$ cat src/rtl/delta_arbiter.sv
// delta_arbiter
//   Collects per-channel PID delta updates from N_CHAN producers and
//   serialises them onto a single dv/chan/delta stream for output_filter.
//   Each channel holds one pending delta; a new update arriving while one is
//   still pending is folded in by saturating addition. Pending channels are
//   granted round-robin, and after IDLE_PERIOD consecutive issue cycles one
//   idle cycle is forced so the consumer can inject initial values.
//
// Ports
//   clk_in    : system clock
//   rst_in    : asynchronous active-high reset
//   dv_in     : per-channel delta valid strobes
//   delta_in  : packed signed deltas, channel i at [i*W_DELTA +: W_DELTA]
//   wr_en     : config write strobe
//   wr_addr   : config address (ARB_EN_ADDR / ARB_OVF_CLR_ADDR)
//   wr_chan   : config target channel (writes to channels >= N_CHAN ignored)
//   wr_data   : config data (bit 0 used for the enable register)
//   dv_out    : registered delta valid
//   chan_out  : registered granted channel
//   delta_out : registered granted delta
//   ovf_out   : sticky per-channel coalesce-saturation flags
//
// ARB_EN_ADDR / ARB_OVF_CLR_ADDR must be set to the values in ep_map.vh.
module delta_arbiter #(
  parameter int W_CHAN      = 5,
  parameter int N_CHAN      = 8,
  parameter int W_DELTA     = 18,
  parameter int IDLE_PERIOD = 16,
  parameter int W_WR_ADDR   = 16,
  parameter int W_WR_CHAN   = 5,
  parameter int W_WR_DATA   = 48,
  parameter logic [W_WR_ADDR-1:0] ARB_EN_ADDR      = W_WR_ADDR'(16'h0040),
  parameter logic [W_WR_ADDR-1:0] ARB_OVF_CLR_ADDR = W_WR_ADDR'(16'h0041)
) (
  input  logic                        clk_in,
  input  logic                        rst_in,
  input  logic [N_CHAN-1:0]           dv_in,
  input  logic [N_CHAN*W_DELTA-1:0]   delta_in,
  input  logic                        wr_en,
  input  logic [W_WR_ADDR-1:0]        wr_addr,
  input  logic [W_WR_CHAN-1:0]        wr_chan,
  input  logic [W_WR_DATA-1:0]        wr_data,
  output logic                        dv_out,
  output logic [W_CHAN-1:0]           chan_out,
  output logic [W_DELTA-1:0]          delta_out,
  output logic [N_CHAN-1:0]           ovf_out
);

  localparam int W_IDX  = (N_CHAN > 1) ? $clog2(N_CHAN) : 1;
  localparam int W_IDLE = (IDLE_PERIOD > 0) ? $clog2(IDLE_PERIOD + 1) : 1;
  localparam logic [W_DELTA-1:0] D_MAX = {1'b0, {(W_DELTA-1){1'b1}}};
  localparam logic [W_DELTA-1:0] D_MIN = {1'b1, {(W_DELTA-1){1'b0}}};

  // Signed saturating add; returns {clipped, result}.
  function automatic logic [W_DELTA:0] sat_add(input logic [W_DELTA-1:0] a,
                                               input logic [W_DELTA-1:0] b);
    logic [W_DELTA:0] sum;
    logic [W_DELTA:0] res;
    sum = {a[W_DELTA-1], a} + {b[W_DELTA-1], b};
    // Sign bits disagree only when the true sum left the W_DELTA range.
    if (sum[W_DELTA] != sum[W_DELTA-1]) begin
      res = {1'b1, (sum[W_DELTA] ? D_MIN : D_MAX)};
    end else begin
      res = {1'b0, sum[W_DELTA-1:0]};
    end
    return res;
  endfunction

  // State registers and next-state values
  logic [N_CHAN-1:0]  pend_q, pend_d;
  logic [W_DELTA-1:0] hold_q [N_CHAN];
  logic [W_DELTA-1:0] hold_d [N_CHAN];
  logic [N_CHAN-1:0]  en_q, en_d;
  logic [N_CHAN-1:0]  ovf_q, ovf_d;
  logic [W_IDX-1:0]   ptr_q, ptr_d;
  logic [W_IDLE-1:0]  idle_cnt_q, idle_cnt_d;
  logic               dv_q, dv_d;
  logic [W_CHAN-1:0]  chan_q, chan_d;
  logic [W_DELTA-1:0] delta_q, delta_d;

  // Combinational helpers
  logic [N_CHAN-1:0]  cand_s;
  logic               found_s;
  logic [W_IDX-1:0]   win_s;
  logic [W_IDX:0]     scan_s;
  logic               force_idle_s;
  logic               issue_s;
  logic               wr_ok_s;
  logic [W_IDX-1:0]   wr_idx_s;
  logic [W_DELTA:0]   sat_s;
  logic               unused_wr_data_s;

  assign unused_wr_data_s = ^wr_data[W_WR_DATA-1:1];

  assign cand_s       = pend_q & en_q;
  assign force_idle_s = (IDLE_PERIOD > 0) && (idle_cnt_q == W_IDLE'(IDLE_PERIOD));
  assign issue_s      = found_s && !force_idle_s;
  assign wr_ok_s      = wr_en && (32'(wr_chan) < N_CHAN);
  assign wr_idx_s     = wr_chan[W_IDX-1:0];

  // Round-robin winner: first candidate at or above ptr, wrapping mod N_CHAN.
  always_comb begin
    found_s = 1'b0;
    win_s   = '0;
    scan_s  = '0;
    for (int k = 0; k < N_CHAN; k++) begin
      scan_s = {1'b0, ptr_q} + (W_IDX+1)'(k);
      if (scan_s >= (W_IDX+1)'(N_CHAN)) begin
        scan_s = scan_s - (W_IDX+1)'(N_CHAN);
      end else begin
        scan_s = scan_s;
      end
      if (!found_s && cand_s[scan_s[W_IDX-1:0]]) begin
        found_s = 1'b1;
        win_s   = scan_s[W_IDX-1:0];
      end else begin
        found_s = found_s;
      end
    end
  end

  // Next state: issue, capture/coalesce, then config writes.
  always_comb begin
    pend_d     = pend_q;
    hold_d     = hold_q;
    en_d       = en_q;
    ovf_d      = ovf_q;
    ptr_d      = ptr_q;
    idle_cnt_d = '0;
    dv_d       = 1'b0;
    chan_d     = chan_q;
    delta_d    = delta_q;
    sat_s      = '0;

    if (issue_s) begin
      dv_d           = 1'b1;
      chan_d         = W_CHAN'(win_s);
      delta_d        = hold_q[win_s];
      pend_d[win_s]  = 1'b0;
      ptr_d          = (win_s == W_IDX'(N_CHAN - 1)) ? '0 : win_s + W_IDX'(1);
      idle_cnt_d     = (IDLE_PERIOD > 0) ? idle_cnt_q + W_IDLE'(1) : '0;
    end else begin
      dv_d       = 1'b0;
      idle_cnt_d = '0;
    end

    // Clear first so a same-cycle saturation below wins.
    if (wr_ok_s && (wr_addr == ARB_OVF_CLR_ADDR)) begin
      ovf_d[wr_idx_s] = 1'b0;
    end else begin
      ovf_d[wr_idx_s] = ovf_q[wr_idx_s];
    end

    for (int i = 0; i < N_CHAN; i++) begin
      if (dv_in[i] && en_q[i]) begin
        // A channel granted this cycle frees its slot, so it reloads.
        if (!pend_q[i] || (issue_s && (win_s == W_IDX'(i)))) begin
          hold_d[i] = delta_in[i*W_DELTA +: W_DELTA];
        end else begin
          sat_s     = sat_add(hold_q[i], delta_in[i*W_DELTA +: W_DELTA]);
          hold_d[i] = sat_s[W_DELTA-1:0];
          ovf_d[i]  = ovf_d[i] | sat_s[W_DELTA];
        end
        pend_d[i] = 1'b1;
      end else begin
        pend_d[i] = pend_d[i];
      end
    end

    // Disabling a channel discards its pending delta so no stale value
    // can surface after re-enable.
    if (wr_ok_s && (wr_addr == ARB_EN_ADDR)) begin
      en_d[wr_idx_s] = wr_data[0];
      if (!wr_data[0]) begin
        pend_d[wr_idx_s] = 1'b0;
        hold_d[wr_idx_s] = '0;
      end else begin
        pend_d[wr_idx_s] = pend_d[wr_idx_s];
      end
    end else begin
      en_d[wr_idx_s] = en_q[wr_idx_s];
    end
  end

  // State and output registers with asynchronous reset.
  always_ff @(posedge clk_in or posedge rst_in) begin
    if (rst_in) begin
      pend_q     <= '0;
      en_q       <= '1;
      ovf_q      <= '0;
      ptr_q      <= '0;
      idle_cnt_q <= '0;
      dv_q       <= 1'b0;
      chan_q     <= '0;
      delta_q    <= '0;
      for (int i = 0; i < N_CHAN; i++) begin
        hold_q[i] <= '0;
      end
    end else begin
      pend_q     <= pend_d;
      en_q       <= en_d;
      ovf_q      <= ovf_d;
      ptr_q      <= ptr_d;
      idle_cnt_q <= idle_cnt_d;
      dv_q       <= dv_d;
      chan_q     <= chan_d;
      delta_q    <= delta_d;
      for (int i = 0; i < N_CHAN; i++) begin
        hold_q[i] <= hold_d[i];
      end
    end
  end

  assign dv_out    = dv_q;
  assign chan_out  = chan_q;
  assign delta_out = delta_q;
  assign ovf_out   = ovf_q;

endmodule

$ cat config.mk
export PLATFORM = sky130hd
export DESIGN_NAME = delta_arbiter
export DESIGN_NICKNAME = d
export VERILOG_FILES = /design/src/rtl/delta_arbiter.sv
export SDC_FILE = /design/constraint.sdc
export NUM_CORES = 1
export LEC_CHECK = 0
export ABC_AREA = 1
export BUFFER_PORTS_ARGS = -buffer_cell sky130_fd_sc_hd__buf_2
export CORE_MARGIN = 2
export CORE_UTILIZATION = 60
export CTS_CLUSTER_SIZE = 12
export DETAILED_ROUTE_END_ITERATION = 8
export GPL_ROUTABILITY_DRIVEN = 0
export GPL_TIMING_DRIVEN = 0
export PLACE_DENSITY = 0.79
export SLEW_MARGIN = 25
export SYNTH_ARGS = -nofsm -noshare
export SYNTH_HDL_FRONTEND = slang
export SYNTH_SLANG_ARGS = --single-unit
$ cat constraint.sdc
create_clock -name clk_in -period 10.5 [get_ports clk_in]
set_clock_uncertainty 0.15 [all_clocks]
set_input_delay 0.525 -clock clk_in [delete_from_list [all_inputs] [get_ports clk_in]]
set_output_delay 0.525 -clock clk_in [all_outputs]
set_load 0.005 [all_outputs]
Yosys cells after proc, flatten, opt, wreduce, memory -nomap -nowiden

Cells that the tools add are included.

Logic and storage cells: 297
Memories kept: 0
Memory bits (read-only): 0
RAM bits: 0
Register bits: 198
Bits in latches: 0
Input bits: 224
Output and inout bits: 32

Div/mod/pow operators: 0
Bitwise operators: 18
Shift-type cells: 0
$add $sub $neg: 25
Reduce and logical (&&, ||, !) cells: 55
Multipliers: 0
Eq/ne operators: 18
Order comparisons: 24
Multiplexer cells: 141

Operators with widths:

| operator            | number |
|---|---|
| $mux 18             | 27 |
| $mux 19             | 24 |
| $mux 144            | 2 |
| $add 18x18->19      | 8 |
| $and 144x144->144   | 1 |
| $not 144->144       | 1 |
| $bmux 18 s3         | 1 |
| $demux 18 s3        | 1 |
| $mux 3              | 17 |
| $mux 1              | 46 |
| $lt 3x4->1 const B  | 10 |
| $mux 8              | 5 |
| $ge 4x4->1 const B  | 9 |
| $bmux 1 s3          | 11 |
| $and 8x8->8         | 4 |
| $bwmux 8            | 4 |
| $eq 16x7->1 const B | 2 |
| $logic_and 1x1->1   | 30 |
| $sub 3x1->3 const B | 8 |
| $add 3x3->4 const B | 4 |
| $logic_not 1->1     | 16 |
| $not 8->8           | 2 |
| $eq 3x3->1 const B  | 4 |
| $add 3x2->4 const B | 2 |
| other kinds (17)    | 42 |

Logic depth before layout (Yosys ltp)

Depth in word-level cells: 39
Mapped depth: 25
Depth with buffers taken out: 23

Worst setup path after synthesis

Ideal clock, no wire load.

Path type: input port to flip-flop
Start: in delta_in[130]
End: reg hold_q[0] (netlist name)
Stages: 19
Arrival: 3.361 ns
Library setup time: 0.149 ns
Buffers on the path: 1
Required time: 10.201 ns
Slack: 6.839 ns
Cell sequence: ha_1 -> a21oi_1 -> o21ai_0 -> nand2_1 -> nand3_1 -> nand3_1 -> nand2_1 -> a31oi_1 -> or2_2 -> nand2_1 -> a21o_1 -> xor2_1 -> inv_1 -> ha_1 -> nand3_1 -> clkbuf_1 -> nand3_1 -> a22oi_1 -> nor2_1

RTL lines:

| item                          | line | RTL |
|---|---|---|
| start, declared               | 38   | `input logic [N_CHAN*W_DELTA-1:0] delta_in,` |
| end signal, assigned by index | 209  | `hold_q[i] <= hold_d[i];` |
| end, declared                 | 71   | `logic [W_DELTA-1:0] hold_q [N_CHAN];` |

==> impl_metrics.yaml <==
die:
  initial_core_util_pct: 60.4
  core_um2: 33300
  row_count: 67
  die_x_um: 187
  io_pins: 256
  dieArea_um2: 35000
  die_h_um: 187
timing:
  tightest_slew_ps: 1050
  min_period_over_period_pct: 43.3
  finalHoldViolations: 0
  max-slew-margin-rel_pct: 29.8
  rsz0062_at_grt: "false"
  tns_ps: 0
  finalMaxSlewViolations: 0
  fin_crit_ps: 4540
  fmax_mhz: 220
  finalSetupViolations: 0
drt:
  via_per_inst: 6.04
  via_count: 23000
  post_drt_wl_per_cell_um: 17.8
  drtAntennaViolNets: 0
  first_iter_violations: 2323
  drtPass1Iterations: 6
  drc: 0
  drt_wl_total_um: 68000
worst_setup_path:
  r2r_end: "hold_q[121]$_DFF_PP0_"
  worstSetupPathType: "flop to flop"
  crit_start: "ptr_q[1]$_DFFE_PP0P_"
  reg2reg_depth: 24
  required_ps: 10730
  startpoint_type: "flop"
  rrSetupSlack_ps: 5960
  endpoint_kind: "flop"
  cp.arrival_ps: 4770
  r2r-start: "ptr_q[1]$_DFFE_PP0P_"
  crit_fanout: 10
  crit_end: "hold_q[121]$_DFF_PP0_"
logic_synthesis:
  synth_cell_types: 62
  ys_seq_elements: 198
  syn_area_um2: 20100
  async_flop_share_pct: 100
  yosys_warnings: 0
  synth_ff_type: "dfrtp_1"
  syn_avg_cell_area_um2: 6.43
  synth-edff-count: 0
  yosysSeqAreaShare_pct: 24.7
  syn_inst: 3127
power_and_ir_drop:
  clkPwrFrac_pct: 7.5
  powerDensity_nw_per_um2: 396
  cellLeakagePower_uw: 0.0118
  combPwrFrac_pct: 75.7
  p_switching_uw: 5270
  switching_share_pct: 59.5
  seqPwrFrac_pct: 16.8
  ir_worst_vdd_v: 0.000311
  p_int_uw: 3590
clocking:
  cts_post_setup_buffers_inserted: 0
  clock_sinks: 198
  insertion_delay_ps: 450
  htreeDepth: 4
  clockRootBuffer: "clkbuf_16"
  cts_buffer_depth: 2
  clk_pin_slew_ps: 80
  tritoncts: "done"
  cts_buffers: 17
final_layout:
  design_area_um2: 22400
  syn2layout_area_growth_pct: 11.2
  utilization_pct: 67.2
  drive_above_1_share_pct: 11.5
  final_nets: 3752
  antenna_cells: 0
min_path:
  min_path_cells: 5
  hold_class: "input pin to flop"
global_route:
  grt_pass1_vias: 21600
  antenna_found_initial: 0
  grt_pass1_wl_um: 109000
  grt_max_degree: 97
  grt_overflow: 0
  track_usage_pct: 38.4
placement:
  dpl-instance-area_um2: 21800
  post-dp-hpwl_um: 54600
  port_buffers: 205
flow_run:
  drv_cap: 0
status:
  status: "completed"
-- final cells by class --
type / instances / area (µm²)
clock inverter: 12 / 139
clock buffer: 18 / 439
inverter: 314 / 1190
tap: 448 / 561
multi-input combinational: 2499 / 13400
buffer: 117 / 599
fill: 3044 / 10900
timing repair buffer: 208 / 1090
sequential: 198 / 4960
-- worst max-delay path, cell delays in order (launching register included) --
cell and delay (ps):
dfrtp_1 490, inv_2 160, ha_1 450, inv_1 230
nand3_1 200, nand2_1 100, nand2_1 80, nand2_1 80
nor2_2 130, nand4_4 140, nor2_8 160, nand3_4 100
nand3_2 130, nand2_4 120, inv_2 120, buf_4 220
buf_6 180, ha_1 250, nand3_2 170, nand2_1 150
inv_2 90, buf_2 190, nand3_1 80, nand2_1 100
a21oi_1 170
-- worst min path at each step --
stage	start	to	slack, ps
3_3_place_gp	delta_out[14]$_DFFE_PP0P_	delta_out[14]$_DFFE_PP0P_	310
5_1_grt	delta_in[11]	hold_q[137]$_DFF_PP0_	270
3_5_place_dp	rst_in	hold_q[27]$_DFF_PP0_	300
6_report	delta_in[89]	hold_q[71]$_DFF_PP0_	260
4_1_cts	delta_in[23]	hold_q[113]$_DFF_PP0_	260
2_1_floorplan	idle_cnt_q[0]$_DFF_PP0_	idle_cnt_q[0]$_DFF_PP0_	300
-- state kept, by name, summed over array words and instances, names as in the netlist --
| register | cells |
|---|---|
| hold_q | 144 |
| dv_out | 1 |
| idle_cnt_q | 5 |
| en_q | 8 |
| ovf_out | 8 |
| chan_out | 3 |
| pend_q | 8 |
| ptr_q | 3 |
| delta_out | 18 |
-- cell usage after synthesis, types with 9 or more instances --
cell type	instances	area share [%]
a21oi_1	355	8.8
buf_1	11	0.21
a31oi_1	11	0.34
or2_2	18	0.56
nand3_1	280	7.0
a22oi_1	17	0.63
clkbuf_1	56	1.0
dfrtp_1	190	24
nand2_1	1002	19
a21o_1	13	0.49
nand4_1	82	2.6
o21ai_0	181	4.5
nand3b_1	20	0.75
o211ai_1	10	0.37
nand2_2	12	0.37
xnor2_1	11	0.48
inv_1	298	5.6
o31ai_1	16	0.60
nor3_1	28	0.70
xor2_1	22	0.96
buf_2	26	0.65
buf_4	15	0.56
inv_2	9	0.17
nor2_1	148	2.8
ha_1	165	10
nand3_2	15	0.75
-- cells by family after synthesis --
| group | count (synthesis) | share of synthesized area, % |
|---|---|---|
| AOI/OAI and AO/OA | 647 | 17.6 |
| xor gates and xnor gates | 36 | 1.68 |
| adders and majority gates | 173 | 11.1 |
| buffers and inverters | 431 | 8.86 |
| DFF | 198 | 24.7 |
| other | 1 | 0.0186 |
| and+or+nand+nor | 1641 | 36.1 |
-- power by group through the flow --
| stage | Clock [µW] | Sequential (µW) | Combinational, µW |
|---|---|---|---|
| finish | 666 | 1490 | 6710 |
| global route | 703 | 1500 | 7380 |
| CTS | 666 | 1460 | 6510 |
| detailed placement | 0 | 1470 | 6480 |
| global placement | 0 | 1470 | 6290 |
| floorplan | 0 | 1270 | 4890 |
-- cell usage in the layout, fill, tap and decap left out, drive strengths merged, types with 2 or more instances in the layout --
cell type,instances
nand2,1023
a21oi,357
inv,314
nand3,297
buf,268
dfrtp,190
o21ai,185
ha,165
nor2,159
nand4,84
clkbuf,74
nor3,28
xor2,23
nand3b,21
or2,18
a22oi,17
o31ai,16
a21o,13
xnor2,13
a31oi,11
clkinv,11
o211ai,10
nor4,8
fa,8
dfstp,8
o2111ai,7
o21a,6
a21boi,6
a211oi,5
o32ai,4
o21bai,4
o22ai,2
nor3b,2
conb,2
-- what timing repair did --
item	in CTS	in global routing
gates resized for setup	0	0
endpoints found under the hold margin	10	0
hold buffers	1	0
-- per-layer routing --
| layer | up-vias | track usage (%) | part of all wire (%) |
|---|---|---|---|
| met2 | 1257 | 60.3 | 44 |
| met4 | 0 | 23.3 | 6.5 |
| met1 | 10500 | 48.8 | 39 |
| met3 | 278 | 7.86 | 10 |
| met5 | - | 0 | 0 |
| li1 | 11000 | - | - |
-- per-stage QoR --
step / setup WS, ps / power [µW] / hold WS (ps) / instances
2_1_floorplan: 4440 / 6160 / 305 / 3128
3_3_place_gp: 2150 / 7760 / 311 / 3781
3_5_place_dp: 5960 / 7950 / 300 / 3783
4_1_cts: 6110 / 8640 / 256 / 3814
5_1_grt: 5680 / 9580 / 274 / 3814
6_report: 5960 / 8860 / 262 / 3814
(Power assumes the default switching activity.)
